===== src/rtl/dmem_port_arbiter.sv =====
// Arbitrates one data-memory read/write port between NUM_REQ requesters.
// Round-robin or fixed priority with starvation escape; read data returns with a one-hot rvalid.
module dmem_port_arbiter #(
    parameter int NUM_REQ      = 4,
    parameter int ADDR_WIDTH   = 9,
    parameter int DATA_WIDTH   = 32,
    parameter int STARVE_LIMIT = 4,
    localparam int PTR_W       = (NUM_REQ > 1) ? $clog2(NUM_REQ) : 1,
    localparam int CNT_W       = $clog2(STARVE_LIMIT + 1)
) (
    input  logic                            clock,
    input  logic                            reset,
    input  logic                            mode,
    input  logic [NUM_REQ-1:0]              req,
    input  logic [NUM_REQ-1:0]              req_we,
    input  logic [NUM_REQ*ADDR_WIDTH-1:0]   req_addr,
    input  logic [NUM_REQ*DATA_WIDTH-1:0]   req_wdata,
    output logic [NUM_REQ-1:0]              gnt,
    output logic [NUM_REQ-1:0]              rvalid,
    output logic [DATA_WIDTH-1:0]           rd_data,
    output logic [ADDR_WIDTH-1:0]           mem_addr,
    output logic [DATA_WIDTH-1:0]           mem_wdata,
    output logic                            mem_we,
    input  logic [DATA_WIDTH-1:0]           mem_rdata,
    output logic [PTR_W-1:0]                dbg_ptr
);

    localparam logic [CNT_W-1:0] STARVE_MAX = CNT_W'(STARVE_LIMIT);
    localparam logic [PTR_W-1:0] LAST_IDX   = PTR_W'(NUM_REQ - 1);

    // Handshake: req[i] (with its we/addr/wdata) is held until the cycle gnt[i] is high;
    // the access is taken at the edge ending that cycle, so a req still high afterwards
    // is a new request. For reads, rvalid[i] marks rd_data valid one cycle later.

    logic [PTR_W-1:0] ptr;
    logic [CNT_W-1:0] wait_cnt [NUM_REQ];

    logic             gnt_found;
    logic [PTR_W-1:0] gnt_idx;
    int               rr_idx;

    always_comb begin
        gnt_found = 1'b0;
        gnt_idx   = '0;
        rr_idx    = 0;
        if (mode) begin
            // Starved requesters take precedence, lowest index first.
            for (int i = 0; i < NUM_REQ; i++) begin
                if (!gnt_found && req[i] && (wait_cnt[i] == STARVE_MAX)) begin
                    gnt_found = 1'b1;
                    gnt_idx   = PTR_W'(i);
                end
            end
            for (int i = 0; i < NUM_REQ; i++) begin
                if (!gnt_found && req[i]) begin
                    gnt_found = 1'b1;
                    gnt_idx   = PTR_W'(i);
                end
            end
        end else begin
            for (int k = 0; k < NUM_REQ; k++) begin
                rr_idx = (int'(ptr) + k) % NUM_REQ;
                if (!gnt_found && req[rr_idx]) begin
                    gnt_found = 1'b1;
                    gnt_idx   = PTR_W'(rr_idx);
                end
            end
        end
        if (reset) begin
            gnt_found = 1'b0;
        end
    end

    always_comb begin
        gnt       = '0;
        mem_addr  = '0;
        mem_wdata = '0;
        mem_we    = 1'b0;
        if (gnt_found) begin
            gnt[gnt_idx] = 1'b1;
            mem_addr     = req_addr[gnt_idx*ADDR_WIDTH +: ADDR_WIDTH];
            mem_wdata    = req_wdata[gnt_idx*DATA_WIDTH +: DATA_WIDTH];
            mem_we       = req_we[gnt_idx];
        end
    end

    always_ff @(posedge clock or posedge reset) begin
        if (reset) begin
            ptr    <= '0;
            rvalid <= '0;
            for (int i = 0; i < NUM_REQ; i++) begin
                wait_cnt[i] <= '0;
            end
        end else begin
            rvalid <= gnt & ~{NUM_REQ{mem_we}};
            if (gnt_found) begin
                ptr <= (gnt_idx == LAST_IDX) ? '0 : gnt_idx + PTR_W'(1);
            end
            // Counters run in both modes so a switch to fixed priority sees true wait times.
            for (int i = 0; i < NUM_REQ; i++) begin
                if (gnt[i] || !req[i]) begin
                    wait_cnt[i] <= '0;
                end else if (wait_cnt[i] != STARVE_MAX) begin
                    wait_cnt[i] <= wait_cnt[i] + CNT_W'(1);
                end
            end
        end
    end

    assign rd_data = mem_rdata;
    assign dbg_ptr = ptr;

endmodule


===== config.mk =====
export PLATFORM = sky130hd
export DESIGN_NAME = dmem_port_arbiter
export DESIGN_NICKNAME = d
export VERILOG_FILES = /design/src/rtl/dmem_port_arbiter.sv
export SDC_FILE = /design/constraint.sdc
export NUM_CORES = 1
export LEC_CHECK = 0
export ABC_AREA = 1
export CAP_MARGIN = 20
export CORE_MARGIN = 1
export CORE_UTILIZATION = 33
export CTS_BUF_LIST = sky130_fd_sc_hd__clkbuf_4 sky130_fd_sc_hd__clkbuf_8
export CTS_CLUSTER_SIZE = 14
export DETAILED_ROUTE_END_ITERATION = 8
export GPL_ROUTABILITY_DRIVEN = 0
export GPL_TIMING_DRIVEN = 0
export PLACE_DENSITY = 0.81
export SETUP_SLACK_MARGIN = 0.1
export SYNTH_ARGS = -nofsm -noshare
export SYNTH_HDL_FRONTEND = slang
export SYNTH_SLANG_ARGS = --single-unit

===== constraint.sdc =====
create_clock -name clock -period 2.2 [get_ports clock]
set_input_delay 0.44 -clock clock [delete_from_list [all_inputs] [get_ports clock]]
set_output_delay 0.44 -clock clock [all_outputs]
set_load 0.05 [all_outputs]

# Yosys cells after proc, flatten, opt, wreduce, memory -nomap -nowiden
# Cells that the tools add are included.
# totals
ff_bits	18
latchBits	0
mem_bits_rw	0
mem_bits_ro	0
inputBits	207
output_inout_bits	84
mem_count	0
# classes
n_addsub	8
mul	1
div_mod_pow	0
order_cmp	6
eq_ne	9
shift	2
n_mux	64
n_bitwise	5
n_reduce_logical	40
# op_table
cell	n
$shiftx 128x8->32	1
$shiftx 36x7->9	1
$mux 1	35
$mux 32	1
$mux 2	12
$mux 3	8
$logic_and 1x1->1	15
$logic_not 1->1	14
$add 3x1->3 const B	4
$eq 3x3->1 const B	4
$lt 3x4->1 const B	3
$ne 3x3->1 const B	4
$bmux 1 s2	5
$mux 9	1
$reduce_bool 2->1	4
$lt 2x3->1 const B	2
$mul 2x4->6 const B	1
$reduce_or 2->1	3
$add 2x1->2 const B	2
$add 2x2->2 const B	2
$and 4x4->4	1
$logic_or 1x1->1	4
$mux 4	1
$not 4->4	1
4 further kinds	6

# Depth between registers and ports, before layout
# depth
ltp_word	42
depth_mapped	20
mapped_depth_nobuf	18

# Worst setup path after synthesis
# OpenSTA, ideal clock, no wires.
# synth_timing
path_kind	reg-to-output
start	register ptr[0] (netlist: dbg_ptr[0])
end	output gnt[3]
arrival_time_ns	2.786
t_required_ns	1.760
path_slack_ns	-1.026
stages_incl_launch_ff	18
path_buffers	2
cell_sequence	dfrtp_1 buf_6 inv_4 nand2_1 nand2_2 nand2_2 nand2_2 nor2_4 nand3_1 nand2_1 inv_1 nand2_2 nand2_2 nor2_8 buf_4 ha_1 inv_1 nor2_1
# synth_via
elab_chain_cells	21
# synth_lines
item	line_no	text
from (decl)	35	logic [PTR_W-1:0] ptr;
from (signal assigned)	97	ptr <= (gnt_idx == LAST_IDX) ? '0 : gnt_idx + PTR_W'(1);
parallel branches: the longest is 20 deep, another holds $add 2x1->2	-	
$mux 4 *	79	if (gnt_found) begin
to (decl)	18	output logic [NUM_REQ-1:0] gnt,
# Mark *: on every way between the ends. The select of a mux whose other input is x is not followed.

# Final worst setup path
# layout_timing
start	register ptr[0] (netlist: dbg_ptr[0])
end	output mem_wdata[29]
# layout_via
elab_chain_cells	18
# layout_lines
item	line_no	text
parallel branches: the longest is 17 deep, another holds $add 2x1->2	-	
$mux 32 *	79	
to (decl)	22	output logic [DATA_WIDTH-1:0] mem_wdata,
# Marked as above.

==> flow_metrics.env <==
export IMPL_outcome="finished with violations"
export IMPL_violations="setup timing"
export IMPL_fp_dieH_um=112.4
export IMPL_worstPathMaxFanout=10
export IMPL_avgSynthCellArea_um2=5.495
export IMPL_worstSetupStartpoint="dbg_ptr[0]"
export IMPL_die_w_um=112.4
export IMPL_powerDensity_mw_per_mm2=1391
export IMPL_layout_min_cycle_time_ns=3.047
export IMPL_io_buffer_count=258
export IMPL_critPathArrivalTime_ns=2.61
export IMPL_first_iter_violations=444
export IMPL_wl_um=19650
export IMPL_drc=0
export IMPL_met1Wirelength_um=7519
export IMPL_first_global_vias=5676
export IMPL_cpMaxStageDelayCell="dfrtp_2"
export IMPL_slew_viol_final=0
export IMPL_power_mw=12.39
export IMPL_antenna_found_initial=0
export IMPL_routed_top_layer="met4"
export IMPL_place_area_mm2=0.007398
export IMPL_synthCells=732
export IMPL_hp_start="req[0]"
export IMPL_design_area_mm2=0.008905
export IMPL_cpLargestDelayFamily="simple AND/OR/NAND/NOR gates"
export IMPL_syn_area_mm2=0.004023
export IMPL_criticalPathCategory="flop to output pin"
export IMPL_min_path_type="input pin to flop"
export IMPL_crit_buf_inv=5
export IMPL_hold_violations=0
export IMPL_cts_sinks=18
export IMPL_worst_slew_pin_slew_ns=0.5559
export IMPL_mostFrequentLayoutCell="clkdlybuf4s50_1"
export IMPL_setup_viol=63
export IMPL_clock_skew_ns=0.003686
export IMPL_cts_root_buf="clkbuf_8"
export IMPL_setup_ws_ns=-0.8474
export IMPL_end_kind="output pin"
export IMPL_firstDrtPassIters=5
export IMPL_crit_chain="buf_8, nand2_1, nand2_4, nand2_2, nand2_4, nor2_4, nand3_2, nand2_1, inv_1, nand2_2, nand2_4, nor2_8, buf_12, buf_6, nand3_1, a21oi_4, buf_8"
export IMPL_finalNetCount=1259
export IMPL_overflow=0
export IMPL_clockBufferDepth=2
export IMPL_p_leak_nw=4.336
export IMPL_n_antenna_cell=0
export IMPL_cts_buffers=3
export IMPL_cts_tree="yes"
export IMPL_start_kind="flop"
export IMPL_synth_edf_count=0
export IMPL_fin_crit_sh_pct=138.5
export IMPL_synth_seq_area_share_pct=11.20
export IMPL_hpwl_um=13570
export IMPL_area_growth_pct=121.4
export IMPL_num_rows=39
export IMPL_ios=291
export IMPL_relSlewSlack_pct=62.82
export IMPL_met2_length_um=9939
export IMPL_initial_core_util_pct=34.49
export IMPL_final_cell_mix="clkdlybuf4s50_1, inv_1, nand2_1, nand4_1, buf_4"
export IMPL_via_per_inst=5.091
export IMPL_worstPathRequired_ns=1.76
export IMPL_layout_drive_gt1_share_pct=37.54
export IMPL_num_vias=6018
export IMPL_htreeDepth=1
export IMPL_grtUsageTotal_pct=27.71
export IMPL_ant_nets=0
export IMPL_ir_worst_vdd_mv=0.9102
export IMPL_synth_ff_type="dfrtp_1"
export IMPL_grt_pass1_wl_um=28160
export IMPL_drt_wirelength_per_cell_um=16.63
export IMPL_die_area_mm2=0.01263
export IMPL_clock_latency_ns=0.26
export IMPL_crit_top_cell="nand2_4"
export IMPL_grt_max_degree=20
export IMPL_wl_met3_um=1295
export IMPL_async_reset_ff_share_pct=100.0
export IMPL_core_area_mm2=0.01166
export IMPL_rsz0062_at_grt="true"
export IMPL_r2r_start="dbg_ptr[0]"
export IMPL_ys_warn_count=0
export IMPL_ys_seq_elements=18
export IMPL_cts_clk_slew_worst_paths_ns=0.07
export IMPL_ys_types=26
export IMPL_slowest_delay_ns=0.43
export IMPL_synth_nets=951
export IMPL_cap_violations=0
export IMPL_timing_fmax_mhz=328.2
[logic make-up (layout without fill, tap and decap cells)]
group / count (synthesis) / count (layout) / share of synthesized area [%]
AND/OR/NAND/NOR: 363 / 363 / 44.63
buffers and inverters: 278 / 585 / 32.19
XOR/XNOR: 6 / 6 / 1.307
adder cells (fa/ha/maj): 12 / 12 / 3.732
AO/OA/AOI/OAI: 55 / 55 / 6.936
flip-flops: 18 / 18 / 11.20
[metrics by stage]
| stage | setup TNS [ns] | util [%] | setup slack (ns) | instances | hold slack [ns] |
|---|---|---|---|---|---|
| after floorplan | -22.80 | - | -0.4477 | 732 | 0.3945 |
| after global placement | -90.25 | 63.44 | -1.790 | 1133 | 0.5463 |
| after detailed placement | -92.40 | 63.44 | -1.824 | 1133 | 0.5701 |
| after CTS | -37.04 | 71.29 | -0.7845 | 1166 | 0.5568 |
| after global routing | -48.10 | 76.35 | -0.9463 | 1182 | 0.5243 |
| final | -40.63 | 76.35 | -0.8474 | 1182 | 0.5046 |
[synthesized netlist by cell type (4+ instances only)]
| master | instances | area share (%) |
|---|---|---|
| inv_1 | 193 | 18 |
| clkbuf_1 | 13 | 1.2 |
| ha_1 | 12 | 3.7 |
| nand3_2 | 5 | 1.2 |
| nand2_1 | 141 | 13 |
| nand2_2 | 8 | 1.2 |
| buf_2 | 16 | 2.0 |
| buf_4 | 37 | 6.9 |
| o21ai_0 | 5 | 0.62 |
| a21oi_1 | 45 | 5.6 |
| nand3_1 | 105 | 13 |
| nand4_1 | 86 | 13 |
| o21ai_1 | 4 | 0.50 |
| dfrtp_1 | 18 | 11 |
| buf_6 | 12 | 3.4 |
| nor2_1 | 13 | 1.2 |
[per-layer routing]
| layer | up-vias | GRT usage, % |
|---|---|---|
| met3 | 69 | 4.104 |
| met2 | 300 | 51.10 |
| li1 | 2898 | - |
| met4 | 0 | 8.978 |
| met5 | - | 0 |
| met1 | 2751 | 32.79 |
[sequential cells by signal, summed over array words and instances (netlist names)]
name      flops
dbg_ptr       2
rvalid        4
wait_cnt     12
[area by class of cell]
type	count	area, µm²
buffer	81	738.2
clock buffer	4	55.05
fill	814	2758
inverter	197	765.7
multi-input combinational	436	3538
sequential	18	452.9
tap	143	178.9
timing repair buffer	302	3164
timing repair inverter	1	11.26
[worst min-delay path: stages]
cell      delay, ns
clkbuf_2       0.15
nand2_2        0.11
a21oi_2        0.03
[path summary, 6_finish.rpt]
path | endpoint | slack [ns] | cells after the start
worst max register to register | wait_cnt[0] | -0.47 | 20
worst max-delay path | mem_wdata[29] | -0.85 | 17
max in group asynchronous | dbg_ptr[1] | 1.35 | 2
min in group asynchronous | wait_cnt[6] | 0.55 | 2
worst min register to register | wait_cnt[0] | 0.58 | 2
worst min-delay path | wait_cnt[11] | 0.50 | 3
[where the power goes]
group	internal [mW]	switching, mW	total [mW]
combinational	4.70	6.81	11.5
sequential	0.463	0.133	0.595
clock	0.160	0.123	0.283
[what timing repair did]
item,CTS,global route
cloned,4,2
buffers inserted,25,14
resized for setup,461,133
pin swaps,28,45
hold buffers,0,0
endpoints found under the setup margin,63,64
Note: power is estimated with default switching activity, not from simulation.
